--- config.mk ---
export PLATFORM = sky130hd
export DESIGN_NAME = note_player
export DESIGN_NICKNAME = d
export VERILOG_FILES = /design/src/rtl/note_player_pkg.sv /design/src/rtl/note_player_tick_prescaler.sv /design/src/rtl/note_player.sv
export SDC_FILE = /design/constraint.sdc
export NUM_CORES = 1
export LEC_CHECK = 0
export ABC_AREA = 0
export BUFFER_PORTS_ARGS = -buffer_cell sky130_fd_sc_hd__buf_4
export CORE_MARGIN = 5
export CORE_UTILIZATION = 29
export CTS_CLUSTER_SIZE = 30
export DETAILED_ROUTE_END_ITERATION = 8
export SKIP_LAST_GASP = 1
export SLEW_MARGIN = 15
export SYNTH_ARGS = -nofsm -noshare
export SYNTH_HDL_FRONTEND = slang
export SYNTH_SLANG_ARGS = --single-unit
--- constraint.sdc ---
create_clock -name clk2Mhz -period 2.95 [get_ports clk2Mhz]
set_clock_uncertainty 0.2 [all_clocks]
set_input_delay 0.59 -clock clk2Mhz [delete_from_list [all_inputs] [get_ports clk2Mhz]]
set_output_delay 0.59 -clock clk2Mhz [all_outputs]
set_load 0.005 [all_outputs]
--- src/rtl/note_player_pkg.sv ---
// Shared state encoding and default parameters for the note_player buzzer sequencer.
package note_player_pkg;

    typedef enum logic [1:0] {
        S_IDLE = 2'd0,
        S_PLAY = 2'd1,
        S_GAP  = 2'd2
    } state_t;

    localparam int DEF_CLK_HZ  = 2_000_000;
    localparam int DEF_TICK_HZ = 1000;
    localparam int DEF_PER_W   = 16;
    localparam int DEF_LEN_W   = 12;
    localparam int DEF_GAP_TK  = 10;

endpackage

--- src/rtl/note_player_tick_prescaler.sv ---
// Divides the block clock by DIV and emits a one-cycle tick; clr restarts the count at zero.
module tick_prescaler #(
    parameter int DIV = 2000
) (
    input  logic clk2Mhz,
    input  logic rst,
    input  logic clr,
    output logic tick
);

    localparam int CW = (DIV <= 2) ? 1 : $clog2(DIV);

    logic [CW-1:0] cnt;

    assign tick = (cnt == CW'(DIV - 1));

    always_ff @(posedge clk2Mhz) begin
        if (rst || clr || tick) cnt <= '0;
        else                    cnt <= cnt + 1'b1;
    end

endmodule

--- src/rtl/note_player.sv ---
// Square-wave tone sequencer: plays one note (half-period, duration) per valid/ready handshake.
// Optional silent gap after each note when NOTE_GAP_EN is defined.
module note_player
    import note_player_pkg::*;
#(
    parameter int CLK_HZ  = DEF_CLK_HZ,
    parameter int TICK_HZ = DEF_TICK_HZ,
    parameter int PER_W   = DEF_PER_W,
    parameter int LEN_W   = DEF_LEN_W
`ifdef NOTE_GAP_EN
    ,
    parameter int GAP_TK  = DEF_GAP_TK
`endif
) (
    input  logic             clk2Mhz,
    input  logic             rst,
    input  logic             note_valid,
    input  logic [PER_W-1:0] note_period,
    input  logic [LEN_W-1:0] note_len,
    output logic             note_ready,
    input  logic             abort,
    output logic             buzz,
    output logic             playing,
    output logic             done
);

    state_t           state, state_n;
    logic [PER_W-1:0] per_q, per_n;
    logic [LEN_W-1:0] len_q, len_n;
    logic [PER_W-1:0] half_cnt, half_n;
    logic [LEN_W-1:0] tick_cnt, tick_n;
    logic             buzz_n, done_n;
    logic             tick, play_end;

    // Prescaler is held at zero while idle, so the accept edge starts a clean duration count.
    tick_prescaler #(.DIV(CLK_HZ / TICK_HZ)) u_presc (
        .clk2Mhz (clk2Mhz),
        .rst     (rst),
        .clr     ((state == S_IDLE) || play_end),
        .tick    (tick)
    );

    assign play_end = (state == S_PLAY) &&
                      ((len_q == '0) || (tick && (tick_cnt == len_q - 1'b1)));

    always_comb begin
        state_n = state;
        per_n   = per_q;
        len_n   = len_q;
        half_n  = half_cnt;
        tick_n  = tick_cnt;
        buzz_n  = buzz;
        done_n  = 1'b0;
        case (state)
            S_IDLE: begin
                buzz_n = 1'b0;
                half_n = '0;
                tick_n = '0;
                if (note_valid) begin
                    per_n   = note_period;
                    len_n   = note_len;
                    state_n = S_PLAY;
                end
            end
            S_PLAY: begin
                if (abort) begin
                    state_n = S_IDLE;
                    buzz_n  = 1'b0;
                end else if (play_end) begin
                    buzz_n = 1'b0;
                    half_n = '0;
                    tick_n = '0;
`ifdef NOTE_GAP_EN
                    state_n = S_GAP;
`else
                    state_n = S_IDLE;
                    done_n  = 1'b1;
`endif
                end else begin
                    if (tick) tick_n = tick_cnt + 1'b1;
                    // A zero half-period is a rest: counters idle, buzz stays low.
                    if (per_q != '0) begin
                        if (half_cnt == per_q - 1'b1) begin
                            half_n = '0;
                            buzz_n = ~buzz;
                        end else begin
                            half_n = half_cnt + 1'b1;
                        end
                    end
                end
            end
`ifdef NOTE_GAP_EN
            S_GAP: begin
                buzz_n = 1'b0;
                if (abort) begin
                    state_n = S_IDLE;
                end else if (tick) begin
                    if (tick_cnt == LEN_W'(GAP_TK - 1)) begin
                        state_n = S_IDLE;
                        done_n  = 1'b1;
                    end else begin
                        tick_n = tick_cnt + 1'b1;
                    end
                end
            end
`endif
            default: begin
                state_n = S_IDLE;
                buzz_n  = 1'b0;
            end
        endcase
    end

    always_ff @(posedge clk2Mhz) begin
        if (rst) begin
            state      <= S_IDLE;
            per_q      <= '0;
            len_q      <= '0;
            half_cnt   <= '0;
            tick_cnt   <= '0;
            buzz       <= 1'b0;
            done       <= 1'b0;
            playing    <= 1'b0;
            note_ready <= 1'b1;
        end else begin
            state      <= state_n;
            per_q      <= per_n;
            len_q      <= len_n;
            half_cnt   <= half_n;
            tick_cnt   <= tick_n;
            buzz       <= buzz_n;
            done       <= done_n;
            playing    <= (state_n != S_IDLE);
            note_ready <= (state_n == S_IDLE);
        end
    end

endmodule

### Word level (Yosys, flattened, before mapping)

Cells that the tools add are included.

| word-level totals | value |
|---|---|
| input port bits | 32 |
| logic and storage cells | 56 |
| output and inout port bits | 4 |
| bits in registers | 73 |

| operators by class | value |
|---|---|
| equality and inequality tests | 7 |
| muxes and demuxes | 14 |
| bitwise operators | 2 |
| reduce and logical (&&, ||, !) cells | 18 |
| $add $sub $neg | 5 |

Operator list:

| cell | count |
|---|---|
| $mux 16 | 4 |
| $mux 12 | 3 |
| $pmux 16 s2 | 1 |
| $pmux 12 s2 | 1 |
| $add 16x1->16 const B | 1 |
| $eq 16x16->1 | 1 |
| $reduce_bool 16->1 | 1 |
| $sub 16x1->16 const B | 1 |
| $add 12x1->12 const B | 1 |
| $eq 12x12->1 | 1 |
| $logic_not 12->1 | 1 |
| $sub 12x1->12 const B | 1 |
| $add 11x1->11 const B | 1 |
| $eq 11x11->1 const B | 1 |
| $mux 2 | 3 |
| $reduce_and 3->1 | 2 |
| $logic_not 2->1 | 2 |
| $logic_or 1x1->1 | 4 |
| $pmux 2 s2 | 1 |
| $reduce_and 2->1 | 2 |
| $reduce_bool 2->1 | 2 |
| $reduce_or 4->1 | 1 |
| $ne 3x2->1 const B | 1 |
| $ne 3x3->1 const B | 1 |
| 6 further kinds | 8 |

### Logic depth before layout (Yosys ltp)

| depth | value |
|---|---|
| word-level depth | 9 |
| mapped depth | 12 |

### Modules after synthesis

A second synthesis with hierarchy kept.

| second synthesis, totals | value |
|---|---|
| cell total of the unflattened synthesis | 538 |
| area total of the unflattened synthesis | 4,202.8 um^2 |

By module, submodules not included:

| module | area an instance (um^2) | cells an instance | instances |
|---|---|---|---|
| note_player | 3,698.5 | 481 | 1 |
| tick_prescaler | 504.2 | 57 | 1 |

### Worst setup path after synthesis

OpenSTA, ideal clock, no wires.

| timing | value |
|---|---|
| path type | register to register |
| from | register len_q[0] |
| to | register half_cnt[11] |
| data arrival time | 3,012 ps |
| setup slack | -331 ps |
| clock period less this slack | 3,281 ps |
| required time | 2,680 ps |
| buffers on the path | 1 |
| stages on the path, launching flop included | 12 |
| setup time | 70 ps |
| path through | dfxtp_1 inv_1 ha_1 or3b_2 or3_1 xnor2_1 nor4_1 o2111ai_2 a21o_1 buf_6 or4_1 a21oi_1 |

| between the ends | value |
|---|---|
| word-level cells in the longest chain between the ends | 8 |
| elaborated cells on any way between the ends | 11 |

RTL lines:

| element | RTL line | RTL |
|---|---|---|
| from (decl) | note_player.sv:29 | `logic [LEN_W-1:0] len_q, len_n;` |
| from (signal assigned) | note_player.sv:128 | `len_q <= len_n;` |
| $sub 12x1->12 | note_player.sv:44 | `((len_q == '0) \|\| (tick && (tick_cnt == len_q - 1'b1)));` |
| $eq 12x12->1 | note_player.sv:44 |  |
| $logic_and 1x1->1 | note_player.sv:44 |  |
| $logic_or 1x1->1 * | note_player.sv:44 |  |
| $logic_and 1x1->1 * | note_player.sv:43 | `assign play_end = (state == S_PLAY) &&` |
| $mux 16 | note_player.sv:69 | `end else if (play_end) begin` |
| $mux 16 | note_player.sv:66 | `if (abort) begin` |
| $pmux 16 s2 | note_player.sv:54 | `case (state)` |
| to (signal assigned) | note_player.sv:129 | `half_cnt <= half_n;` |
| to (decl) | note_player.sv:30 | `logic [PER_W-1:0] half_cnt, half_n;` |

Every way passes the cells marked *; elsewhere a longest branch is shown, timed or not. The select of a mux whose other input is x is not followed.
A chain may end at the register's enable or synchronous reset.

### Worst setup path after layout

| timing | value |
|---|---|
| from | register len_q[0] |
| to | register half_cnt[9] |

Same word-level chain as after synthesis.

==> metrics.cfg <==
[power]
p_leak_nw=2.03
clkPwrFrac_pct=41.8
total_power_w=0.00262
power_density_mw_per_mm2=476
swShare_pct=27.5
power.switching_w=0.000722
ir_worst_vdd_mv=0.317
p_seq_share_pct=39.2
p_int_w=0.00190
p_comb_share_pct=19.0

[floorplanning]
std_cell_rows=43
die_h_um=130
die_x_um=130
core_area_sq_mm=0.0140
start_util_pct=29.9
die-area_sq_mm=0.0169
io_pins=36

[routing]
drt-pass1-iter-count=5
drc_errors=0
drtIter0Drc=440
wirelength_met1_um=5940
route.detailed.wl_per_inst_um=15.7
drtAntennaViolNets=0
wl_met3_um=884
wl_um=12400
highest_layer=met4
wl_met2_um=5350
routed_via_density=5.28
vias=4168

[clock_network]
clock_insertion_delay_worst_skew_ps=340
path_clk_slew_ps=60
cts_sinks=73
cts_buffers=9
cts_buffer_depth=2
cts-root-buf=clkbuf_16
tritoncts=built
cts_max_level=3

[global_routing]
grt_use_total_pct=14.6
grt_remaining_overflow=0
grt_first_pass_wirelength_um=19500
grt_pass1_vias=3876
grt_start_max_net_pins=46
antenna_found_initial=0

[critical_path]
start_kind=register
required_ps=3020
critPathKind=reg -> reg
r2r-start=len_q[0]$_SDFFE_PP0P_
rr_worst_depth=10
cp_max_fo=7
arrival_ps=3180
end_kind=register
crit_path_start=len_q[0]$_SDFFE_PP0P_
r2r_slack_ps=-160

[placed_design]
post-dp-hpwl_um=8690
io_buffer_count=35
gp_congestion=0.867
place_inst=767

[hold_path]
hold_depth=2
hp-start=abort
hold_path_class=in -> reg

[sta]
timing.final.crit_share_pct=105
rsz0062_at_grt=true
hold_violations=0
fin_ws_ps=-157
min_period_ps=3110
fmax_mhz=322
setup_viol=27
drv_slew=0
slew_headroom_pct=49.1
worst_pin_slew_ps=762

[synthesis]
synth_top_area_share_pct=35.0
ys_ff_latch=73
synth_edf_count=0
synthTopCellsByCount=80 x nand2_1, 73 x dfxtp_1, 51 x a21oi_1, 29 x xnor2_1, 25 x xor2_1
syn_nets=570
synth_top_cell_by_area=dfxtp_1
async_flop_share_pct=0
syn_area_sq_mm=0.00418
synth_cell_types=57
synth.yosys.seq_area_share_pct=35.0
syn_avg_cell_area_sq_um=7.85
yosys_warnings=0
synth.area.top_cells=dfxtp_1 35%, nand2_1 7.2%, a21oi_1 6.1%
synth_flop_cell=dfxtp_1
synth_cells=532
yosysMostFrequentCell=nand2_1

[cells_and_area]
area_growth_pct=31.8
fin_util_pct=39.4
final_layout_size_suffix_gt1_share_pct=25.4
nNetsFinal=643
diodes=0
fin_cells=790

[run_status]
outcome=finished, violations left
violations=negative setup slack

[job]
drv_cap=0

## power by group through the flow
| stage | clock network, W | registers, W | logic, W |
|---|---|---|---|
| after floorplan | 0 | 0.00105 | 0.000265 |
| after global placement | 0 | 0.00105 | 0.000426 |
| after detailed placement | 0 | 0.00105 | 0.000436 |
| after CTS | 0.00112 | 0.00103 | 0.000462 |
| after global routing | 0.00116 | 0.00103 | 0.000539 |
| final | 0.00110 | 0.00103 | 0.000498 |
## worst max-delay path: stages (launching register included)
cell	delay, ps
dfxtp_2	320
inv_2	70
ha_4	130
or3b_4	370
or3_4	410
xnor2_4	150
nor4_4	250
o2111ai_2	200
a21o_4	320
or4_4	490
a21oi_2	130
## final timing paths
| kind | endpoint |
|---|---|
| worst min register to register | u_presc.cnt[0]$_SDFF_PP0_ |
| worst max-delay path | half_cnt[9]$_SDFFE_PP0P_ |
| worst min-delay path | buzz$_SDFFE_PP0P_ |
| worst max register to register | half_cnt[9]$_SDFFE_PP0P_ |
## logic make-up (layout without fill, tap and decap cells)
| family | after synthesis | count (layout) | share of synthesized area, % |
|---|---|---|---|
| AND/OR/NAND/NOR | 230 | 230 | 28.6 |
| multiplexers | 1 | 1 | 0.240 |
| flip-flops | 73 | 73 | 35.0 |
| AO/OA/AOI/OAI | 121 | 122 | 18.2 |
| other | 1 | 1 | 0.0898 |
| buffers and inverters | 46 | 123 | 4.73 |
| adder cells (fa/ha/maj) | 6 | 6 | 1.80 |
| XOR/XNOR | 54 | 54 | 11.3 |
## metal layers
| metal | global-route usage, % | vias up |
|---|---|---|
| met2 | 21.0 | 117 |
| li1 | - | 2052 |
| met4 | 5.07 | 0 |
| met5 | 0 | - |
| met1 | 20.7 | 1978 |
| met3 | 4.30 | 21 |
## area by class of cell
| type | count | area, sq um |
|---|---|---|
| clock inverters | 5 | 56.3 |
| multi-input cells | 414 | 2740 |
| repair buffers | 92 | 737 |
| well taps | 180 | 225 |
| flip-flops and latches | 73 | 1460 |
| fillers | 1437 | 8480 |
| inverters | 15 | 56.3 |
| clock buffers | 11 | 233 |
## sequential cells by signal (all words and copies together), names as in the netlist
register     flops
half_cnt        16
per_q           16
len_q           12
tick_cnt        12
u_presc.cnt     11
state            2
buzz             1
done             1
note_ready       1
playing          1
## repair_timing
item	4_1_cts	5_1_grt
resized for setup	12	29
pin swaps	9	23
setup buffers	4	1
setup endpoints to repair	39	42
gates cloned	1	1
hold buffers	0	0
## through the flow
step | area [sq um] | setup WS (ps) | hold slack [ps] | setup TNS, ps
global placement | 4950 | -171 | 240 | -2060
global route | 5510 | -275 | 245 | -6350
CTS | 5340 | -62.5 | 236 | -332
floorplan | 4190 | -131 | 226 | -712
detailed placement | 4950 | -299 | 267 | -3900
finish | 5510 | -157 | 246 | -2630
## placed cells by master, fill, tap and decap left out, types with 11 or more instances in the layout
cell       n
a211oi_1  11
a21oi_1   43
and3_1    12
buf_4     88
dfxtp_1   71
inv_1     13
nand2_1   80
nand3_1   18
nand4_1   17
nor2_1    24
nor3_1    11
o21ai_0   18
or3_1     13
xnor2_1   28
xor2_1    25
No activity file was read; power rests on OpenSTA's default activity.
